<file path="src/rtl/forwarding_hazard_unit.sv">
// Operand forwarding and load-use interlock for the EX stage of the 5-stage pipeline.
// Each operand has a capture register so a forwarded value survives while EX is held
// and MEM/WB keep draining underneath it.
module forwarding_hazard_unit #(
    parameter int unsigned WIDTH            = 32,
    parameter int unsigned NUM_SRC          = 2,
    parameter int unsigned LOAD_USE_BUBBLES = 1
) (
    input  logic                     clk,
    input  logic                     rst,
    input  logic                     flush_i,
    input  logic                     pipe_stall_i,
    input  logic                     ex_hold_i,
    input  logic [NUM_SRC*5-1:0]     id_rs_i,
    input  logic [NUM_SRC-1:0]       id_rs_used_i,
    input  logic [NUM_SRC*5-1:0]     ex_rs_i,
    input  logic [NUM_SRC*WIDTH-1:0] ex_rs_data_i,
    input  logic [4:0]               ex_rd_i,
    input  logic                     ex_load_regfile_i,
    input  logic                     ex_is_load_i,
    input  logic [4:0]               mem_rd_i,
    input  logic                     mem_load_regfile_i,
    input  logic [WIDTH-1:0]         mem_data_i,
    input  logic [4:0]               wb_rd_i,
    input  logic                     wb_load_regfile_i,
    input  logic [WIDTH-1:0]         wb_data_i,
    output logic [NUM_SRC*2-1:0]     fwd_sel_o,
    output logic [NUM_SRC*WIDTH-1:0] operand_o,
    output logic                     load_use_stall_o,
    output logic                     bubble_o
);

    localparam int unsigned CntW = $clog2(LOAD_USE_BUBBLES + 1);

    typedef enum logic [0:0] {StIdle, StLuStall} state_e;

    state_e                          state_q;
    logic [CntW-1:0]                 cnt_q;
    logic [NUM_SRC-1:0]              hold_valid_q;
    logic [NUM_SRC-1:0][WIDTH-1:0]   hold_data_q;
    logic [NUM_SRC-1:0][1:0]         sel;
    logic [NUM_SRC-1:0]              id_hit;
    logic                            hazard;

    // Per-operand source select: x0 never forwards, held value beats the youngest producer.
    always_comb begin
        sel = '0;
        for (int k = 0; k < NUM_SRC; k++) begin
            if (ex_rs_i[k*5 +: 5] != 5'd0) begin
                if (hold_valid_q[k]) begin
                    sel[k] = 2'b11;
                end else if (mem_load_regfile_i && (mem_rd_i != 5'd0) &&
                             (mem_rd_i == ex_rs_i[k*5 +: 5])) begin
                    sel[k] = 2'b01;
                end else if (wb_load_regfile_i && (wb_rd_i != 5'd0) &&
                             (wb_rd_i == ex_rs_i[k*5 +: 5])) begin
                    sel[k] = 2'b10;
                end
            end
        end
    end

    // Operand mux driven by the select.
    always_comb begin
        fwd_sel_o = '0;
        operand_o = '0;
        for (int k = 0; k < NUM_SRC; k++) begin
            fwd_sel_o[k*2 +: 2] = sel[k];
            unique case (sel[k])
                2'b00: operand_o[k*WIDTH +: WIDTH] = ex_rs_data_i[k*WIDTH +: WIDTH];
                2'b01: operand_o[k*WIDTH +: WIDTH] = mem_data_i;
                2'b10: operand_o[k*WIDTH +: WIDTH] = wb_data_i;
                2'b11: operand_o[k*WIDTH +: WIDTH] = hold_data_q[k];
            endcase
        end
    end

    // Load-use hazard: a load in EX writes a register that the ID instruction reads.
    always_comb begin
        id_hit = '0;
        for (int k = 0; k < NUM_SRC; k++) begin
            id_hit[k] = id_rs_used_i[k] && (id_rs_i[k*5 +: 5] == ex_rd_i);
        end
        hazard = ex_is_load_i && ex_load_regfile_i && (ex_rd_i != 5'd0) && (|id_hit);
    end

    // Stall/bubble: combinational in IDLE, forced during the extra bubbles, killed by flush.
    always_comb begin
        load_use_stall_o = 1'b0;
        if (flush_i) begin
            load_use_stall_o = 1'b0;
        end else if (state_q == StLuStall) begin
            load_use_stall_o = 1'b1;
        end else begin
            load_use_stall_o = hazard;
        end
        bubble_o = load_use_stall_o;
    end

    // Load-use FSM: the first bubble comes from IDLE, the remaining ones are counted here.
    always_ff @(posedge clk) begin
        if (rst) begin
            state_q <= StIdle;
            cnt_q   <= '0;
        end else if (flush_i) begin
            state_q <= StIdle;
            cnt_q   <= '0;
        end else if (!pipe_stall_i) begin
            unique case (state_q)
                StIdle: begin
                    if (hazard && !ex_hold_i && (LOAD_USE_BUBBLES > 1)) begin
                        state_q <= StLuStall;
                        cnt_q   <= CntW'(LOAD_USE_BUBBLES - 1);
                    end
                end
                StLuStall: begin
                    cnt_q <= cnt_q - CntW'(1);
                    if (cnt_q == CntW'(1)) begin
                        state_q <= StIdle;
                    end
                end
            endcase
        end
    end

    // Capture registers: latch the resolved operand on the first held edge, drop when EX moves.
    always_ff @(posedge clk) begin
        if (rst) begin
            hold_valid_q <= '0;
            hold_data_q  <= '0;
        end else if (flush_i) begin
            hold_valid_q <= '0;
        end else if (!pipe_stall_i) begin
            for (int k = 0; k < NUM_SRC; k++) begin
                if (ex_hold_i) begin
                    if (!hold_valid_q[k]) begin
                        hold_data_q[k]  <= operand_o[k*WIDTH +: WIDTH];
                        hold_valid_q[k] <= 1'b1;
                    end
                end else begin
                    hold_valid_q[k] <= 1'b0;
                end
            end
        end
    end

endmodule

</file>
<file path="config.mk">
export PLATFORM = sky130hd
export DESIGN_NAME = forwarding_hazard_unit
export DESIGN_NICKNAME = d
export VERILOG_FILES = /design/src/rtl/forwarding_hazard_unit.sv
export SDC_FILE = /design/constraint.sdc
export NUM_CORES = 1
export LEC_CHECK = 0
export CAP_MARGIN = 20
export CORE_ASPECT_RATIO = 1.5
export CORE_MARGIN = 8
export CORE_UTILIZATION = 45
export DETAILED_ROUTE_END_ITERATION = 12
export GPL_TIMING_DRIVEN = 1
export PLACE_DENSITY = 0.85
export SLEW_MARGIN = 20
export SYNTH_ARGS = -nofsm -noshare
export SYNTH_HDL_FRONTEND = slang
export SYNTH_SLANG_ARGS = --single-unit
export TNS_END_PERCENT = 100
</file>
<file path="constraint.sdc">
create_clock -name clk -period 5.1 [get_ports clk]
set_clock_uncertainty 0.15 [all_clocks]
set_input_delay 0.765 -clock clk [delete_from_list [all_inputs] [get_ports clk]]
set_output_delay 0.765 -clock clk [all_outputs]
set_load 0.1 [all_outputs]
</file>
# == Word level (Yosys, flattened, before mapping) ==
# Index checks and enable logic that the tools add are counted.
# W data, S select, Z words.
# totals
regBits,67
wordCells,60
out_inout_bits,70
inputBits,174
# classes
n_mux,15
n_reduce_logical,23
bitwise_logic,4
eq_ne,12
n_addsub,1
# ops
operator,count
$pmux W32 S4,2
$eq A5 B5 Y1,6
$reduce_bool A5 Y1,5
$mux W2,8
$logic_and A1 B1 Y1,11
$eq A2 B2 Y1 const B,4
$reduce_and A4 Y1,2
$mux W1,5
$eq A2 B1 Y1 const B,2
$logic_not A2 Y1,2
$not A1 Y1,4
$reduce_or A2 Y1,2
$reduce_and A2 Y1,1
$sub A1 B1 Y1 const B,1

# == Longest topological paths before layout ==
# Gate-level depths: netlist of run 1.
# logic_depth
ltp_word,9
ltp_mapped,9
depth_no_buf,6

# == Worst setup path after synthesis of run 1 ==
# OpenSTA, ideal clock, no wires.
# synth_path
kind,input to output
startpoint,input port mem_rd_i[3]
endpoint,output port fwd_sel_o[3]
t_arrival_ns,3.537
t_required_ns,4.185
slack_ns,0.648
n_path_buf,2
cell_stages,7
cell_sequence,or4_4 -> o211ai_2 -> or2_2 -> buf_2 -> buf_4 -> nand2_1 -> a21oi_1
# synth_via
elab_chain_len,6
elab_cells_between_ends,7
classes_between,eq/ne: 1; mux: 3; reduce/logical: 3
# synth_lines
item,line_no,rtl
"start, declared",21,"input logic [4:0] mem_rd_i,"
$reduce_bool A5 Y1,52,end else if (mem_load_regfile_i && (mem_rd_i != 5'd0) &&
$logic_and A1 B1 Y1,52,
$logic_and A1 B1 Y1 (*),52,
$mux W2 (*),52,
$mux W2 (*),50,if (hold_valid_q[k]) begin
$mux W2 (*),49,if (ex_rs_i[k*5 +: 5] != 5'd0) begin
"end, declared",27,"output logic [NUM_SRC*2-1:0] fwd_sel_o,"
# Every way passes the cells marked *; elsewhere a longest branch is shown, timed or not.

# == Worst setup path after layout of run 1 ==
# layout_path
startpoint,input port ex_rs_i[4]
endpoint,output port operand_o[21]
# layout_via
elab_chain_len,8
elab_cells_between_ends,14
classes_between,eq/ne: 5; mux: 5; reduce/logical: 4
# layout_lines
item,line_no,rtl
"start, declared",16,"input logic [NUM_SRC*5-1:0] ex_rs_i,"
$eq A5 B5 Y1,56,(wb_rd_i == ex_rs_i[k*5 +: 5])) begin
$logic_and A1 B1 Y1,55,end else if (wb_load_regfile_i && (wb_rd_i != 5'd0) &&
$mux W2,55,
$mux W2,52,
$mux W2,50,
$mux W2 (*),49,
"$eq A2 B2 Y1, or another cell as far along",69,unique case (sel[k])
$pmux W32 S4 (*),69,
"end, declared",28,"output logic [NUM_SRC*WIDTH-1:0] operand_o,"
# Marked as above.

==> summary.txt, run 1 <==
Synth
  – Synth Register Bits: 67
  – Ys Warns: 0
  – Post-Syn Nets: 989
  – Unique masters post-synth: 44
  – Post-Syn Area: 0.00563 mm^2
  – Syn Area/Cell: 6.90 um^2
  – Synth Instances: 815
  – Register area share after synthesis: between 20% and 30%

Detailed routing
  – Vias after detailed routing: approximately 7.3k
  – Detailed-route DRC error count: 0
  – Vias/cell: between 6 and 7
  – DR pass1 iterations: 6
  – DRT antenna net count: 0
  – Drt initial violations: 499
  – Wire per inst: 21.3 um
  – WL final: 25,100 um

STA
  – Slew headroom: 28.2%
  – Final hold slack: 312 ps
  – Fmax achieved: roughly 220 MHz
  – Final worst setup slack: between 500 and 600 ps
  – Final setup fails: 0
  – Worst-Margin Slew: around 1100 ps
  – Fin crit period: between 4000 and 5000 ps
  – RSZ-0062 raised after global routing: no
  – Setup TNS: 0 ps
  – Final Cycle Share: 90.0%
  – Slew Viols, Final: 0
  – Hold Fails Final Rpt: 0

Global route
  – Antenna violations before repair: 3
  – Met2 Usage GRT: 48.8%
  – Global route overflow: 0
  – First-pass GRT wire length: 39,000 um
  – Met3 Usage GRT: 8.33%
  – Met1 global-route usage: between 30% and 40%
  – Vias in the first global route: 7,133
  – Most Crowded Layer GR: met2
  – GRT Total Usage: 29.8%
  – Largest net degree at the start of global routing: 46

Worst setup path
  – WP data arrival: 3680 ps
  – FF-to-FF End: hold_data_q[18]$_SDFFE_PP0P_
  – Setup crit start: ex_rs_i[4]
  – CP Data Required Time: between 4000 and 5000 ps
  – CP max FO: 11
  – Critical Setup Path Class: in2out
  – Critical path endpoint: operand_o[21]
  – Crit. End Element: output pin
  – R2r worst-path depth: 6
  – CP Launch Type: input pin
  – FF-to-FF Start: hold_valid_q[0]$_SDFFE_PP0N_
  – FF-to-FF setup slack: 1900 ps

Placement
  – Routability cong.: 0.952
  – DP HPWL: 19,200 um
  – Placement Cell Area: 0.00878 mm^2
  – DP Cell Count: ~1.2k
  – Post-place setup slack: between 500 and 600 ps
  – Port Buffer Count: 243

Min path
  – Min-delay src: hold_data_q[21]$_SDFFE_PP0P_
  – Worst hold path class: reg2reg

Clocking
  – Bufs on Longest Clock Path: 2
  – # hold bufs at CTS: 0
  – Post-CTS setup buffers: 0
  – Clock Root Buffer: clkbuf_16
  – Clk pin slew, worst setup/hold paths: about 60 ps
  – CTS buffer count: 9
  – Sink Count: 67
  – Post-CTS sizing: 0
  – CTS tree: yes
  – H-tree Lvls: 3
  – Worst skew pair latency: 350 ps

Floorplanning
  – Row count: 50
  – Core area: 0.0123 mm^2
  – Initial Util: 45.6%
  – Die height: 153 um
  – Die ar.: 0.0164 mm^2
  – Num ports: 244
  – Die X: 107 um

Cells and area
  – Nets: 1,189
  – # fillers: 940
  – Final instance area: 0.00909 mm^2
  – Final Non-Filler Cells: 1,179
  – Layout area overhead: 61.5%
  – Fraction of layout cells with a size suffix above 1: 14.0%
  – Post-layout util: 73.7%

Power
  – Sequential share of power: between 20 and 25%
  – PD cells: 253 mW/mm^2
  – NetSw: 0.954 mW
  – Comb pwr share: 47.1%
  – VDD IR-drop max: 0.182 mV
  – Net Sw Frac: 41.5%
  – Final Total Pwr: about 2.3 mW
  – Pint: about 1.3 mW
  – Leak pwr: 3.30 nW
  – Clk pwr share: 28.5%

Job
  – Max cap viols: 0

Status
  – Outcome: complete, no violations
## worst max-delay path, cell delays in order
cell and delay, ps:
clkdlybuf4s50_1 520, xnor2_1 280, nand4_1 160, nor2_1 660
buf_4 310, o31a_1 430, nor2_1 120, nor2_1 210
buf_12 210
## layout by cell type, fill, tap and decap left out, types with 4 or more instances in the layout
cell             instances
dfxtp_1                 66
nand2_1                 88
clkbuf_16                9
nor2_2                  21
a31oi_1                 55
o21ai_1                 35
or4_1                    4
o22a_1                  41
o31ai_1                 64
a211oi_1                36
buf_4                   22
clkdlybuf4s50_1        173
nor3_1                  37
a21oi_1                 14
xnor2_1                 21
o221ai_1                20
nand3_1                  4
nor4_1                  22
a2bb2oi_1                9
nor2_1                 109
inv_1                   33
xor2_1                  10
o21ai_0                 18
buf_12                  69
## worst min-delay path by stage
stage,endpoint,cells after the start,slack [ps]
finish,hold_data_q[21]$_SDFFE_PP0P_,2,310
global route,hold_data_q[20]$_SDFFE_PP0P_,2,320
detailed placement,hold_data_q[21]$_SDFFE_PP0P_,2,300
floorplan,hold_data_q[16]$_SDFFE_PP0P_,2,280
global placement,hold_data_q[16]$_SDFFE_PP0P_,2,290
CTS,hold_data_q[21]$_SDFFE_PP0P_,2,310
## flip-flops by register name, summed over array words and instances (netlist names)
name          flops
cnt_q             1
state_q           1
hold_valid_q      1
hold_data_q      64
## synthesized netlist by cell type
cell type | n | area, um^2
nand2b_1 | 1 | 6.26
o21ai_0 | 18 | 90.1
buf_1 | 1 | 3.75
a2bb2oi_1 | 9 | 78.8
o21ai_2 | 2 | 17.5
o221ai_1 | 20 | 175
buf_4 | 6 | 45.0
nor2_2 | 20 | 125
o211ai_2 | 1 | 12.5
or3_4 | 1 | 11.3
nand2_1 | 88 | 330
nor2b_1 | 2 | 12.5
dfxtp_1 | 67 | 1340
xnor2_1 | 21 | 184
nor4b_1 | 1 | 8.76
a21oi_1 | 14 | 70.1
buf_6 | 2 | 22.5
o211ai_1 | 2 | 15.0
o21bai_1 | 3 | 22.5
nor4_1 | 22 | 138
nand3_1 | 4 | 20.0
buf_2 | 23 | 115
nor2_1 | 111 | 417
or4_4 | 1 | 11.3
o31a_1 | 1 | 8.76
inv_1 | 33 | 124
o22ai_1 | 3 | 18.8
o31ai_1 | 64 | 480
nor3_2 | 1 | 10.0
a211oi_1 | 36 | 270
or4_1 | 5 | 37.5
clkbuf_2 | 1 | 5.00
nand4_1 | 3 | 18.8
o21ai_1 | 35 | 175
a31oi_1 | 55 | 344
or2_1 | 1 | 6.26
xor2_1 | 10 | 87.6
nor4_2 | 1 | 12.5
nor3_1 | 38 | 190
clkbuf_1 | 42 | 158
or2_2 | 3 | 18.8
o22a_1 | 41 | 359
or3_1 | 1 | 6.26
o211ai_4 | 1 | 21.3
## power by group through the flow
stage / Sequential [mW] / Combinational [mW] / Clock (mW)
after floorplan: 0.566 / 0.609 / 0
after global placement: 0.572 / 1.07 / 0
after detailed placement: 0.572 / 1.08 / 0
after CTS: 0.561 / 1.08 / 0.658
after global routing: 0.565 / 1.12 / 0.683
final: 0.562 / 1.08 / 0.655
## final cells by class
cell class              count  area (um^2)  share of cell area (%)
multi-input cells         640         3840                    42.2
repair buffers            264         3280                    36.1
inverters                  33          124                    1.36
diodes                      3         7.51                  0.0826
clock buffers              10          239                    2.63
well taps                 156          195                    2.15
flip-flops and latches     67         1340                    14.8
clock inverters             6         65.1                   0.716
## layer usage
layer / vias to the layer above / part of all wire (%)
li1: 3457 / -
met1: 3374 / 38
met2: 415 / 49
met3: 74 / 8.8
met4: 0 / 4.7
met5: - / 0
## cell families after synthesis
| kind of cell | count (synthesis) | share of synthesized area, % |
|---|---|---|
| xor+xnor | 31 | 4.83 |
| compound gates | 305 | 38.4 |
| buf+inv | 108 | 8.41 |
| simple gates | 304 | 24.5 |
| flops | 67 | 23.8 |
(Power assumes the default switching activity.)
==> run 2: changes to the inputs <==
--- a/config.mk
+++ b/config.mk
@@ -5,13 +5,15 @@
 export SDC_FILE = /design/constraint.sdc
 export NUM_CORES = 1
 export LEC_CHECK = 0
+export ABC_AREA = 1
 export CAP_MARGIN = 20
 export CORE_ASPECT_RATIO = 1.5
 export CORE_MARGIN = 8
-export CORE_UTILIZATION = 45
+export CORE_UTILIZATION = 47
 export DETAILED_ROUTE_END_ITERATION = 12
 export GPL_TIMING_DRIVEN = 1
-export PLACE_DENSITY = 0.85
+export PLACE_DENSITY = 0.88
+export SKIP_CTS_REPAIR_TIMING = 1
 export SLEW_MARGIN = 20
 export SYNTH_ARGS = -nofsm -noshare
 export SYNTH_HDL_FRONTEND = slang
==> run 2 against run 1 <==
  * Clock power is 4.9% lower
  * First-iteration DRC count is 5.0% lower
  * Power hardly changed
  * Critical endpoint is now operand_o[2]
  * Largest cell class unchanged
  * Largest power group unchanged
==> summary.txt, run 2 <==
Status
  – Outcome: complete, no violations (unchanged)

STA
  – Fin crit period: 4350 ps (was 4590 ps)
  – Hold Fails Final Rpt: 0 (unchanged)
  – Slew Viols, Final: 0 (unchanged)
  – Worst-Margin Slew: 991 ps (was 1070 ps)
  – RSZ-0062 raised after global routing: no (unchanged)
  – Final setup fails: 0 (unchanged)
  – Final hold slack: 334 ps (was 312 ps)
  – Setup TNS: 0 ps (unchanged)
  – Final Cycle Share: 85.2% (was 90.0%)
  – Fmax achieved: 230 MHz (was 218 MHz)
  – Slew headroom: 33.9% (was 28.2%)

Synth
  – Post-Syn Nets: 1,171 (was 989)
  – Largest cells by area after synthesis: dfxtp_1 24%, nand3_1 18%, nor2_1 14% (was dfxtp_1 24%, o31ai_1 8.5%, nor2_1 7.4%)
  – Multiplexer share of the synthesized area: 0% (unchanged)
  – Synth async-reset ratio: 0% (unchanged)
  – Syn Area/Cell: 5.60 um^2 (was 6.90 um^2)
  – Register area share after synthesis: 24.0% (was 23.8%)
  – Post-synth top cells: 205 x nor2_1, 201 x nand3_1, 179 x inv_1 (was 111 x nor2_1, 88 x nand2_1, 67 x dfxtp_1)
  – Post-Syn Area: 0.00558 mm^2 (was 0.00563 mm^2)
  – Synth Instances: 997 (was 815)
  – Unique masters post-synth: 24 (was 44)
  – Largest family of logic cells by synthesized area: simple AND/OR/NAND/NOR gates (was compound AO/OA/AOI/OAI gates)
  – Top FF cell, synth: dfxtp_1 (unchanged)
  – Adder-cell share of the synthesized area: 0% (unchanged)
  – Post-synth top area share: 24.0% (was 23.8%)
  – Ys Warns: 0 (unchanged)
  – Post-synth EDFFs: 0 (unchanged)
  – Area share of and/or/nand/nor cells after synthesis: 47.8% (was 24.5%)
  – Top-count cell post-synth: nor2_1 (unchanged)
  – Area leader, netlist: dfxtp_1 (unchanged)
  – Compound-Gate Fraction of Synth Area: 6.77% (was 38.4%)
  – Post-Synth XOR/XNOR Area: 2.67% (was 4.83%)
  – Synth Register Bits: 67 (unchanged)

Floorplanning
  – Die ar.: 0.0157 mm^2 (was 0.0164 mm^2)
  – Num ports: 244 (unchanged)
  – Die height: 149 um (was 153 um)
  – Die X: 105 um (was 107 um)
  – Row count: 49 (was 50)
  – Core area: 0.0118 mm^2 (was 0.0123 mm^2)
  – Initial Util: 47.4% (was 45.6%)

Power
  – Leak pwr: 4.23 nW (was 3.30 nW)
  – PD cells: 257 mW/mm^2 (was 253 mW/mm^2)
  – Final Total Pwr: 2.30 mW (about the same)
  – VDD IR-drop max: 0.164 mV (was 0.182 mV)

Detailed routing
  – Detailed-route DRC error count: 0 (unchanged)
  – Met3 wire length: 1700 um (was 2200 um)
  – WL final: 23,200 um (was 25,100 um)
  – Highest metal used: met4 (unchanged)
  – DR pass1 iterations: 5 (was 6)
  – Vias/cell: 5.53 (was 6.21)
  – Drt initial violations: 474 (was 499)
  – Metal2 WL: 11,900 um (was 12,200 um)
  – Vias after detailed routing: 7,541 (was 7,320)
  – M1 WL: 8120 um (was 9500 um)
  – Wire per inst: 17.0 um (was 21.3 um)
  – DRT antenna net count: 0 (unchanged)

Placement
  – Placement Cell Area: 0.00863 mm^2 (was 0.00878 mm^2)
  – Port Buffer Count: 243 (unchanged)
  – Routability cong.: 0.889 (was 0.952)
  – DP HPWL: 17,000 um (was 19,200 um)

Global route
  – Antenna violations before repair: 1 (was 3)
  – Largest net degree at the start of global routing: 66 (was 46)
  – GRT Total Usage: 28.4% (was 29.8%)
  – Global route overflow: 0 (unchanged)
  – Vias in the first global route: 7,450 (was 7,133)
  – First-pass GRT wire length: 36,000 um (was 39,000 um)

Clocking
  – H-tree Lvls: 3 (unchanged)
  – Worst skew pair latency: 330 ps (was 350 ps)
  – Bufs on Longest Clock Path: 2 (unchanged)
  – CTS buffer count: 9 (unchanged)
  – Sink Count: 67 (unchanged)
  – CTS tree: yes (unchanged)
  – Clk pin slew, worst setup/hold paths: 50 ps (was 60 ps)
  – Clock Root Buffer: clkbuf_16 (unchanged)

Worst setup path
  – CP peak stage delay: 510 ps (was 660 ps)
  – Crit. End Element: output pin (unchanged)
  – Crit-path cells: clkdlybuf4s50_1 -> nand3b_1 -> o21ai_0 -> nor2_1 -> nand2_1 -> nand2_1 -> nand2_2 -> buf_4 -> nand3_1 -> nand3_1 -> buf_12 (was clkdlybuf4s50_1 -> xnor2_1 -> nand4_1 -> nor2_1 -> buf_4 -> o31a_1 -> nor2_1 -> nor2_1 -> buf_12)
  – Crit path max-delay cell type: nand2_2 (was nor2_1)
  – CP max FO: 33 (was 11)
  – Critical Setup Path Class: in2out (unchanged)
  – WP data arrival: 3430 ps (was 3680 ps)
  – CP Launch Type: input pin (unchanged)
  – CP Data Required Time: 4180 ps (about the same)

Cells and area
  – Final instance area: 0.00893 mm^2 (was 0.00909 mm^2)
  – Fraction of layout cells with a size suffix above 1: 9.01% (was 14.0%)
  – Biggest register: hold_data_q (unchanged)
  – # fillers: 923 (was 940)
  – Largest register FFs: 64 (unchanged)
  – Layout area overhead: 59.9% (was 61.5%)
  – Post-layout util: 75.9% (was 73.7%)
  – Most frequent cells in the layout: 205 x nor2_1, 201 x nand3_1, 179 x inv_1 (was 173 x clkdlybuf4s50_1, 109 x nor2_1, 88 x nand2_1)
  – Nets: 1,380 (was 1,189)
  – Commonest non-fill, non-tap cell in the layout: nor2_1 (was clkdlybuf4s50_1)

Min path
  – Worst hold path class: reg2reg (unchanged)

Job
  – Max cap viols: 0 (unchanged)
-- run 2: layout make-up --
type,count,area [um^2],share of cell area (%)
Clock inverter,2,35.0,0.392
Inverter,185,696,7.79
Multi-Input combinational cell,686,3210,35.9
Timing Repair Buffer,257,3200,35.8
Clock buffer,13,260,2.91
Tap cell,153,191,2.14
Sequential cell,67,1340,15.0
Antenna cell,1,2.50,0.0280
-- run 2: cells by family after synthesis --
family	count (synthesis)
AO/OA/AOI/OAI	74
XOR/XNOR	17
buffers and inverters	244
flip-flops	67
AND/OR/NAND/NOR	595
-- run 2: worst max-delay path, delay by kind of cell --
family          cells  cell delay, ps
compound gates      1             240
buf+inv             3            1110
simple gates        7            1290
-- run 2: report_power, final --
part / internal, mW / leakage, nW / switching (mW)
Combinational: 0.415 / 3.54 / 0.700
Clock: 0.402 / 0.146 / 0.221
Sequential: 0.551 / 0.548 / 0.00735
Total: 1.37 / 4.23 / 0.928
-- run 2: metal layers --
metal	vias up	GRT usage (%)
met4	0	20.9
met1	3405	27.6
met5	-	0
li1	3620	-
met2	415	51.7
met3	101	6.34
-- run 2: metrics by stage --
| step | setup slack [ps] | std cells |
|---|---|---|
| floorplan | 796 | 997 |
| global placement | 954 | 1348 |
| detailed placement | 821 | 1348 |
| CTS | 811 | 1363 |
| global route | 562 | 1364 |
| finish | 754 | 1364 |
-- run 2: final timing paths --
path	start	to	slack, ps	cells past startpoint
worst max-delay path	wb_rd_i[4]	operand_o[2]	750	11
worst min-delay path	cnt_q$_SDFFE_PP0P_	state_q$_SDFFE_PP0N_	330	1
worst max register to register	hold_valid_q[0]$_SDFFE_PP0N_	hold_data_q[12]$_SDFFE_PP0P_	2870	8
worst min register to register	cnt_q$_SDFFE_PP0P_	state_q$_SDFFE_PP0N_	330	1
==> run 3: changes to the inputs <==
--- a/config.mk
+++ b/config.mk
@@ -9,10 +9,10 @@
 export CAP_MARGIN = 20
 export CORE_ASPECT_RATIO = 1.5
 export CORE_MARGIN = 8
-export CORE_UTILIZATION = 47
+export CORE_UTILIZATION = 43
 export DETAILED_ROUTE_END_ITERATION = 12
 export GPL_TIMING_DRIVEN = 1
-export PLACE_DENSITY = 0.88
+export PLACE_DENSITY = 0.82
 export SKIP_CTS_REPAIR_TIMING = 1
 export SLEW_MARGIN = 20
 export SYNTH_ARGS = -nofsm -noshare
==> constraint.sdc (replaced) <==
create_clock -name clk -period 4.6 [get_ports clk]
set_clock_uncertainty 0.15 [all_clocks]
set_input_delay 0.69 -clock clk [delete_from_list [all_inputs] [get_ports clk]]
set_output_delay 0.69 -clock clk [all_outputs]
set_load 0.1 [all_outputs]
==> run 3 against run 2 <==
  * Largest cell class unchanged
  * Combinational power grew 9.8%
  * Final cell count up 0.37%
  * Global-route usage shrank 2.0 points
  * Critical endpoint is now operand_o[10]
  * Hold slack lost 10 ps
  * Sequential cell count is the same
  * Clock power up 4.5%
  * Utilization is 6.3 points lower
  * Worst setup slack worse by 370 ps
  * Die area rose by 8.1%
  * Register-to-register slack worse by 600 ps
==> summary.txt, run 3 (synthesis gave the netlist of run 2 again) <==
Detailed routing
  – Drt initial violations: 472 (was 474)
  – Wire per inst: 16.8 um (was 17.0 um)
  – Vias after detailed routing: 7,486 (was 7,541)
  – DRT antenna net count: 0 (unchanged)
  – WL final: 23,000 um (was 23,200 um)
  – Detailed-route DRC error count: 0 (unchanged)
  – Vias/cell: 5.47 (was 5.53)
  – DR pass1 iterations: 7 (was 5)

Cells and area
  – Post-layout util: 69.5% (was 75.9%)
  – Biggest register: hold_data_q (unchanged)
  – Largest register FFs: 64 (unchanged)
  – Area of the multi-input gates: 0.00321 mm^2 (unchanged)
  – Layout area overhead: 59.7% (was 59.9%)
  – # fillers: 1,081 (was 923)
  – Nets: 1,380 (unchanged)
  – Reg area: 0.00134 mm^2 (unchanged)
  – Commonest non-fill, non-tap cell in the layout: nor2_1 (unchanged)
  – Fraction of layout cells with a size suffix above 1: 9.09% (was 9.01%)
  – Most frequent cells in the layout: 205 x nor2_1, 201 x nand3_1, 179 x inv_1 (unchanged)
  – Ant. Diodes: 0 (was 1)

Clocking
  – Worst skew pair latency: 330 ps (about the same)
  – Sink Count: 67 (unchanged)
  – CTS buffer count: 9 (unchanged)
  – Clk pin slew, worst setup/hold paths: 50 ps (about the same)
  – Clock Root Buffer: clkbuf_16 (unchanged)
  – Bufs on Longest Clock Path: 2 (unchanged)
  – CTS tree: yes (unchanged)
  – H-tree Lvls: 3 (unchanged)

Power
  – Pint: 1.48 mW (was 1.37 mW)
  – Net Sw Frac: 41.0% (was 40.4%)
  – Final Total Pwr: 2.50 mW (was 2.30 mW)
  – Sequential share of power: 24.7% (was 24.3%)
  – Leak pwr: 4.23 nW (about the same)
  – Clk pwr share: 26.0% (was 27.1%)
  – NetSw: 1.03 mW (was 0.928 mW)
  – PD cells: 280 mW/mm^2 (was 257 mW/mm^2)
  – Comb pwr share: 49.3% (was 48.6%)
  – VDD IR-drop max: 0.169 mV (was 0.164 mV)

STA
  – Final setup fails: 0 (unchanged)
  – Setup TNS: 0 ps (unchanged)
  – Slew Viols, Final: 0 (unchanged)
  – Fin crit period: 4210 ps
  – Final worst setup slack: 387 ps (was 754 ps)
  – Hold Fails Final Rpt: 0 (unchanged)
  – Worst-Margin Slew: 982 ps (was 991 ps)
  – Final Cycle Share: 91.6%
  – RSZ-0062 raised after global routing: no (unchanged)
  – Final hold slack: 324 ps (was 334 ps)
  – Fmax achieved: 237 MHz
  – Slew headroom: 34.6% (was 33.9%)

Floorplanning
  – Die ar.: 0.0170 mm^2 (was 0.0157 mm^2)
  – Num ports: 244 (unchanged)
  – Die X: 109 um (was 105 um)
  – Core area: 0.0128 mm^2 (was 0.0118 mm^2)
  – Initial Util: 43.5% (was 47.4%)
  – Die height: 156 um (was 149 um)
  – Row count: 51 (was 49)

Min path
  – Min-delay src: cnt_q$_SDFFE_PP0P_ (unchanged)
  – Worst hold path class: reg2reg (unchanged)
  – Hold Crit Depth: 1 (unchanged)

Global route
  – Vias in the first global route: 7,265 (was 7,450)
  – First-pass GRT wire length: 35,300 um (was 36,000 um)
  – Global route overflow: 0 (unchanged)
  – Antenna violations before repair: 0 (was 1)
  – Largest net degree at the start of global routing: 65 (was 66)
  – GRT Total Usage: 26.4% (was 28.4%)

Worst setup path
  – Setup crit start: mem_rd_i[3] (was wb_rd_i[4])
  – CP max FO: 41 (was 33)
  – R2r worst-path depth: 8 (unchanged)
  – Crit. End Element: output pin (unchanged)
  – CP Data Required Time: 3760 ps (was 4180 ps)
  – WP data arrival: 3370 ps (was 3430 ps)
  – FF-to-FF Start: hold_valid_q[0]$_SDFFE_PP0N_ (unchanged)
  – CP Launch Type: input pin (unchanged)
  – Critical Setup Path Class: in2out (unchanged)

Placement
  – Port Buffer Count: 243 (unchanged)
  – DP HPWL: 16,800 um (was 17,000 um)
  – Routability cong.: 0.937 (was 0.889)
  – Post-place setup slack: 425 ps (was 821 ps)

Job
  – Max cap viols: 0 (unchanged)

Status
  – Outcome: complete, no violations (unchanged)
run 3: changes by cell type in the layout (fill, tap and decap cells not counted), sizes merged:
cell / previous run / this run
clkinv: 2 / 3
diode: 1 / 0
bufinv: 1 / 0
run 3: path summary, 6_finish.rpt:
| kind | end | slack, ps |
|---|---|---|
| worst max-delay path | operand_o[10] | 390 |
| worst min-delay path | state_q$_SDFFE_PP0N_ | 320 |
| worst max register to register | hold_data_q[5]$_SDFFE_PP0P_ | 2270 |
| worst min register to register | state_q$_SDFFE_PP0N_ | 320 |
run 3: final cells by class:
type	instances	share of cell area (%)
tap	159	2.23
clock buffer	13	3.03
timing repair buffer	257	35.8
clock inverter	2	0.112
sequential	67	15.0
multi-input combinational	686	36.0
inverter	185	7.80
run 3: critical path, cell delays in order:
cell and delay [ps]:
clkdlybuf4s50_1 500, xor2_1 210, nor2_1 120, nand3_1 150, nand2_1 110, nand2_1 60
nand2_2 620, buf_4 390, nand3_1 140, nand3_1 180, buf_12 190
run 3: through the flow:
stage,cell area [um^2],cells
floorplan,5580,997
global placement,8640,1354
detailed placement,8640,1354
CTS,8920,1369
global route,8920,1369
finish,8920,1369
run 3: power by group through the flow:
stage / clock network (mW) / logic (mW) / registers, mW
2_1_floorplan: 0 / 0.708 / 0.629
3_3_place_gp: 0 / 1.22 / 0.630
3_5_place_dp: 0 / 1.23 / 0.631
4_1_cts: 0.659 / 1.23 / 0.618
5_1_grt: 0.691 / 1.28 / 0.621
6_report: 0.651 / 1.23 / 0.618
run 3: layer usage:
layer / wire length (um) / global-route usage (%) / share of wire (%)
met2: 11500 / 46.0 / 50
met5: 0 / 0 / 0
met3: 1940 / 6.62 / 8.5
met1: 7940 / 26.1 / 35
met4: 1550 / 19.1 / 6.7
